## config.mk

```make
export PLATFORM = sky130hd
export DESIGN_NAME = display_scanner
export DESIGN_NICKNAME = d
export VERILOG_FILES = /design/src/rtl/display_scanner.sv
export SDC_FILE = /design/constraint.sdc
export NUM_CORES = 1
export LEC_CHECK = 0
export BUFFER_PORTS_ARGS = -buffer_cell sky130_fd_sc_hd__buf_2
export CORE_ASPECT_RATIO = 1.25
export CORE_MARGIN = 1
export CORE_UTILIZATION = 47
export DETAILED_ROUTE_END_ITERATION = 12
export PLACE_DENSITY = 0.7
export SYNTH_ARGS = -nofsm -noshare
export SYNTH_HDL_FRONTEND = slang
export SYNTH_SLANG_ARGS = --single-unit
```

## constraint.sdc

```tcl
create_clock -name clk -period 2.8 [get_ports clk]
set_input_delay 0.14 -clock clk [delete_from_list [all_inputs] [get_ports clk]]
set_output_delay 0.14 -clock clk [all_outputs]
set_load 0.02 [all_outputs]
```

## src/rtl/display_scanner.sv

```systemverilog
// display_scanner: time-multiplexed scan controller for a 4-digit seven-segment display.
// Latency: load -> N_out takes 1 cycle (load in the wrap cycle) up to 4*TICK_DIV cycles.
// Backpressure: none; load is a single-cycle request and the last load before a wrap wins.
//
// Ports:
//   clk, reset        - system clock, asynchronous active-high reset
//   value_in, load    - new 16-bit display value and its single-cycle capture strobe
//   digit_en          - per-digit enable, 0 keeps that anode dark
//   blink_en          - blanks all anodes during the blink phase of the frame counter
//   sel               - one-hot digit select for the downstream nibble selector
//   N_out             - frame-stable value for the nibble selector
//   an                - active-low anode drives
//   frame_done        - one-cycle pulse after each frame wrap
//   load_ack          - one-cycle pulse after N_out takes a new value
module display_scanner #(
  parameter int TICK_DIV   = 100000,
  parameter int BLINK_LOG2 = 5
) (
  input  logic        clk,
  input  logic        reset,
  input  logic [15:0] value_in,
  input  logic        load,
  input  logic [3:0]  digit_en,
  input  logic        blink_en,
  output logic [3:0]  sel,
  output logic [15:0] N_out,
  output logic [3:0]  an,
  output logic        frame_done,
  output logic        load_ack
);

  // TICK_DIV is at least 2, so the prescaler always needs at least one bit.
  localparam int CW = (TICK_DIV > 2) ? $clog2(TICK_DIV) : 1;
  localparam logic [CW-1:0] CNT_LAST = CW'(TICK_DIV - 1);

  logic [CW-1:0]         r_cnt;
  logic [3:0]            r_sel;
  logic [15:0]           r_n_out;
  logic [15:0]           r_pend;
  logic                  r_pend_v;
  logic [BLINK_LOG2-1:0] r_fcnt;
  logic                  r_frame_done;
  logic                  r_load_ack;

  logic                  w_tick;
  logic                  w_wrap;
  logic                  w_upd;
  logic [15:0]           w_next_n;
  logic                  w_blank;
  logic [3:0]            w_an;

  // Slot boundary and frame boundary (last cycle of digit 3's slot).
  assign w_tick = (r_cnt == CNT_LAST);
  assign w_wrap = w_tick & r_sel[3];

  // A load arriving in the wrap cycle bypasses the pending buffer so it is
  // shown on the very next cycle rather than a whole frame later.
  assign w_upd    = w_wrap & (load | r_pend_v);
  assign w_next_n = load ? value_in : r_pend;

  assign w_blank = blink_en & r_fcnt[BLINK_LOG2-1];

  // Prescaler: one digit slot every TICK_DIV cycles.
  always_ff @(posedge clk or posedge reset) begin
    if (reset) begin
      r_cnt <= '0;
    end else if (w_tick) begin
      r_cnt <= '0;
    end else begin
      r_cnt <= r_cnt + CW'(1);
    end
  end

  // Ring counter: the only state is the rotating one-hot select.
  always_ff @(posedge clk or posedge reset) begin
    if (reset) begin
      r_sel <= 4'b0001;
    end else if (w_tick) begin
      r_sel <= {r_sel[2:0], r_sel[3]};
    end
  end

  // Pending buffer. The wrap consumes whatever is pending (or the bypassed
  // load), so the valid flag clears there even if a load coincides.
  always_ff @(posedge clk or posedge reset) begin
    if (reset) begin
      r_pend   <= '0;
      r_pend_v <= 1'b0;
    end else begin
      if (load) begin
        r_pend <= value_in;
      end
      if (w_wrap) begin
        r_pend_v <= 1'b0;
      end else if (load) begin
        r_pend_v <= 1'b1;
      end
    end
  end

  // Displayed value changes only at frame boundaries.
  always_ff @(posedge clk or posedge reset) begin
    if (reset) begin
      r_n_out <= '0;
    end else if (w_upd) begin
      r_n_out <= w_next_n;
    end
  end

  // Frame counter drives the blink phase from its MSB.
  always_ff @(posedge clk or posedge reset) begin
    if (reset) begin
      r_fcnt <= '0;
    end else if (w_wrap) begin
      r_fcnt <= r_fcnt + BLINK_LOG2'(1);
    end
  end

  // Registered status pulses.
  always_ff @(posedge clk or posedge reset) begin
    if (reset) begin
      r_frame_done <= 1'b0;
      r_load_ack   <= 1'b0;
    end else begin
      r_frame_done <= w_wrap;
      r_load_ack   <= w_upd;
    end
  end

  // Anode drive is combinational so digit_en/blink_en act mid-slot.
  always_comb begin
    w_an = 4'b1111;
    w_an = ~(r_sel & digit_en & {4{~w_blank}});
  end

  assign sel        = r_sel;
  assign N_out      = r_n_out;
  assign an         = reset ? 4'b1111 : w_an;
  assign frame_done = r_frame_done;
  assign load_ack   = r_load_ack;

endmodule

```

==> metrics.txt <==
root buf cell clkbuf_8; Slew @ Worst Pin 507 ps; routed wl met3 165 um; ranking of synthesized cells by area dfrtp_1 (58%), mux2_2 (10%), mux2_4 (5.8%), xnor2_1 (4.1%), nand3_1 (2.3%); post-cts sizing count 0; Cell variety after synth 37; filler instances 415; Pleak 1.55 nW; average size of a mapped cell 13.6 sq um; CTS tree built; uppermost routed layer met4; Hold Path End r_pend[4]$_DFF_PP0_; Routed WL 4350 um; unrepaired setup endpoints after global routing no; vias in the first global route 1614; hold crit path type input port to flip-flop; TNS Setup 0 ps; count of warnings emitted by yosys 0; syn_nets 216; Core Region 0.00519 sq mm; Tmin final 2170 ps; Synth area leader dfrtp_1; max_cap viols 0; Die H 84.9 um; most frequent cell after synthesis dfrtp_1; headroom to the max-slew limit 0.659; Pwr Density 548 mW/mm^2; H-tree Lvls 3; Syn-to-layout area delta 19.5%; Clock Path Buffers 2; clk_skew 13.7 ps; outcome finished, final reports clean; clock sink total 61; Hold Path Stages 2; die area 0.00581 sq mm; Antenna Nets Post-Route 0; slowest stage cell on the critical path or4b_4; CTS clk-pin slew, worst paths 70 ps; FP Rows 29; gr usage total 0.168; total number of vias 1610; Post-synth EDFFs 0; io pins 50; pin count of the biggest net entering global routing 39; CTS Buf Count 9; Final Cycle Share 0.774; DR vias/cell 5.13; CP arrival 2380 ps; DR WL/cell 13.8 um; Synth top cells by count dfrtp_1 (60), mux2_2 (24), nand3_1 (12), nor2_1 (12), xnor2_1 (12); Total Power 0.00169 W; DRC viols 0; synthesized instance count 190; mapped cell area 0.00259 sq mm; HPWL after DPL 3030 um; clock latency on the worst-skew pair 330 ps; antenna cell count 0; r2r endpoint sel[2]$_DFFE_PP0N_; critical path launch point type flip-flop; Crit Path Max Fanout 12; fmax 0.461 GHz; fin area 0.00309 sq mm; final hold vios 0; hold slack final 53.3 ps; ys async rst share 1.00; hold path startpoint value_in[4]; final setup vio count 0; worst endpoint required time 3010 ps; Synth top area share 0.581; Slew Viols, Final 0; Nets 273; wl on met1 1990 um; IO buf count 49; drt pass-1 iters 4; post-synthesis sequential area ratio 0.591; Cell Area, Placed 0.00289 sq mm; cells on worst reg2reg path 4; flop2flop setup slack 630 ps; GPL Wtd Cong 0.823; maximum vdd drop 297 uV; initial antenna violation count 0; Top FF cell, synth dfrtp_1; CP Cell Sequence or4b_4 -> nor4_4 -> and2_2 -> mux2_2; Crit Path Category flip-flop to flip-flop; share of layout cells above drive strength 1 0.425; grt total ovfl 0; worst r2r src r_cnt[6]$_DFF_PP0_; die width 68.4 um; first-pass GRT wire length 7140 um; initial core utilization 0.498; CP Capture Type flip-flop; slowest stage delay, CP 580 ps; initial DRC count 102; synthesized flop and latch total 61; met2 WL post-DR 2090 um
-- final cells by class --
type,instances,area [sq um],area share
timing repair buffer,51,275,0.0891
sequential,61,1530,0.494
clock inverter,3,20.0,0.00648
clock buffer,13,169,0.0547
tap,62,77.6,0.0251
multi-input combinational,121,1010,0.327
inverter,3,11.3,0.00364
-- registers in the layout, indices dropped and copies added, names as in the netlist --
signal / count
r_cnt: 17
N_out: 16
r_pend: 16
r_fcnt: 5
sel: 4
frame_done: 1
load_ack: 1
r_pend_v: 1
-- where the power goes --
part	switching [W]	internal, W	leakage (nW)
Clock	0.000319	0.000392	0.0917
Sequential	0.00000504	0.000904	0.793
Combinational	0.0000377	0.0000366	0.669
-- routing by layer --
layer / vias up / GRT usage
met4: 0 / 0.0985
met5: - / 0
met3: 11 / 0.0430
li1: 789 / -
met2: 40 / 0.260
met1: 770 / 0.208
-- cells by family (layout without fill, tap and decap cells) --
logic type / after synthesis / in the layout / share of synthesized area
compound gates: 7 / 7 / 0.0169
xor+xnor: 17 / 17 / 0.0576
fa+ha+maj: 2 / 2 / 0.00967
buf+inv: 8 / 70 / 0.0189
flops: 61 / 61 / 0.591
mux: 36 / 36 / 0.171
simple gates: 59 / 59 / 0.135
-- placed cells by master (no fill, tap or decap), drive strengths merged, types with 2 or more instances in the layout --
| cell | Yosys | layout |
|---|---|---|
| xor2 | 5 | 5 |
| nor3 | 5 | 5 |
| nand3 | 12 | 12 |
| nor2 | 12 | 12 |
| mux2 | 36 | 36 |
| inv | 3 | 3 |
| a21oi | 3 | 3 |
| buf | 4 | 50 |
| nand4 | 5 | 5 |
| and4 | 2 | 2 |
| clkbuf | 1 | 13 |
| or4b | 3 | 3 |
| nand2 | 8 | 8 |
| and3 | 4 | 4 |
| ha | 2 | 2 |
| dfrtp | 60 | 60 |
| clkinvlp | 0 | 2 |
| xnor2 | 12 | 12 |
| nor4 | 2 | 2 |
-- critical path, delay by kind of cell (launching register included) --
| family | cells | cell delay (ps) |
|---|---|---|
| flip-flops | 1 | 450 |
| AND/OR/NAND/NOR | 3 | 1240 |
| multiplexers | 1 | 360 |
-- per-stage QoR --
stage,utilization,cells,setup WS (ps)
4_1_cts,0.596,314,625
5_1_grt,0.596,314,493
6_report,0.596,314,632
3_5_place_dp,0.557,297,647
2_1_floorplan,-,190,753
3_3_place_gp,0.557,297,669
-- worst max path at each step --
stage / startpoint / end / slack [ps]
2_1_floorplan: r_cnt[6]$_DFF_PP0_ / sel[1]$_DFFE_PP0N_ / 750
3_3_place_gp: r_cnt[6]$_DFF_PP0_ / sel[3]$_DFFE_PP0N_ / 670
3_5_place_dp: r_cnt[5]$_DFF_PP0_ / r_fcnt[1]$_DFFE_PP0P_ / 650
4_1_cts: r_cnt[6]$_DFF_PP0_ / sel[2]$_DFFE_PP0N_ / 630
5_1_grt: r_cnt[5]$_DFF_PP0_ / r_fcnt[1]$_DFFE_PP0P_ / 490
6_report: r_cnt[6]$_DFF_PP0_ / sel[2]$_DFFE_PP0N_ / 630
-- repair_timing --
item	CTS	global route
setup buffers	0	0
hold buffers	1	0
endpoints found under the setup margin	0	0
endpoints found under the hold margin	23	0
Power figures use the tool's default switching activity.
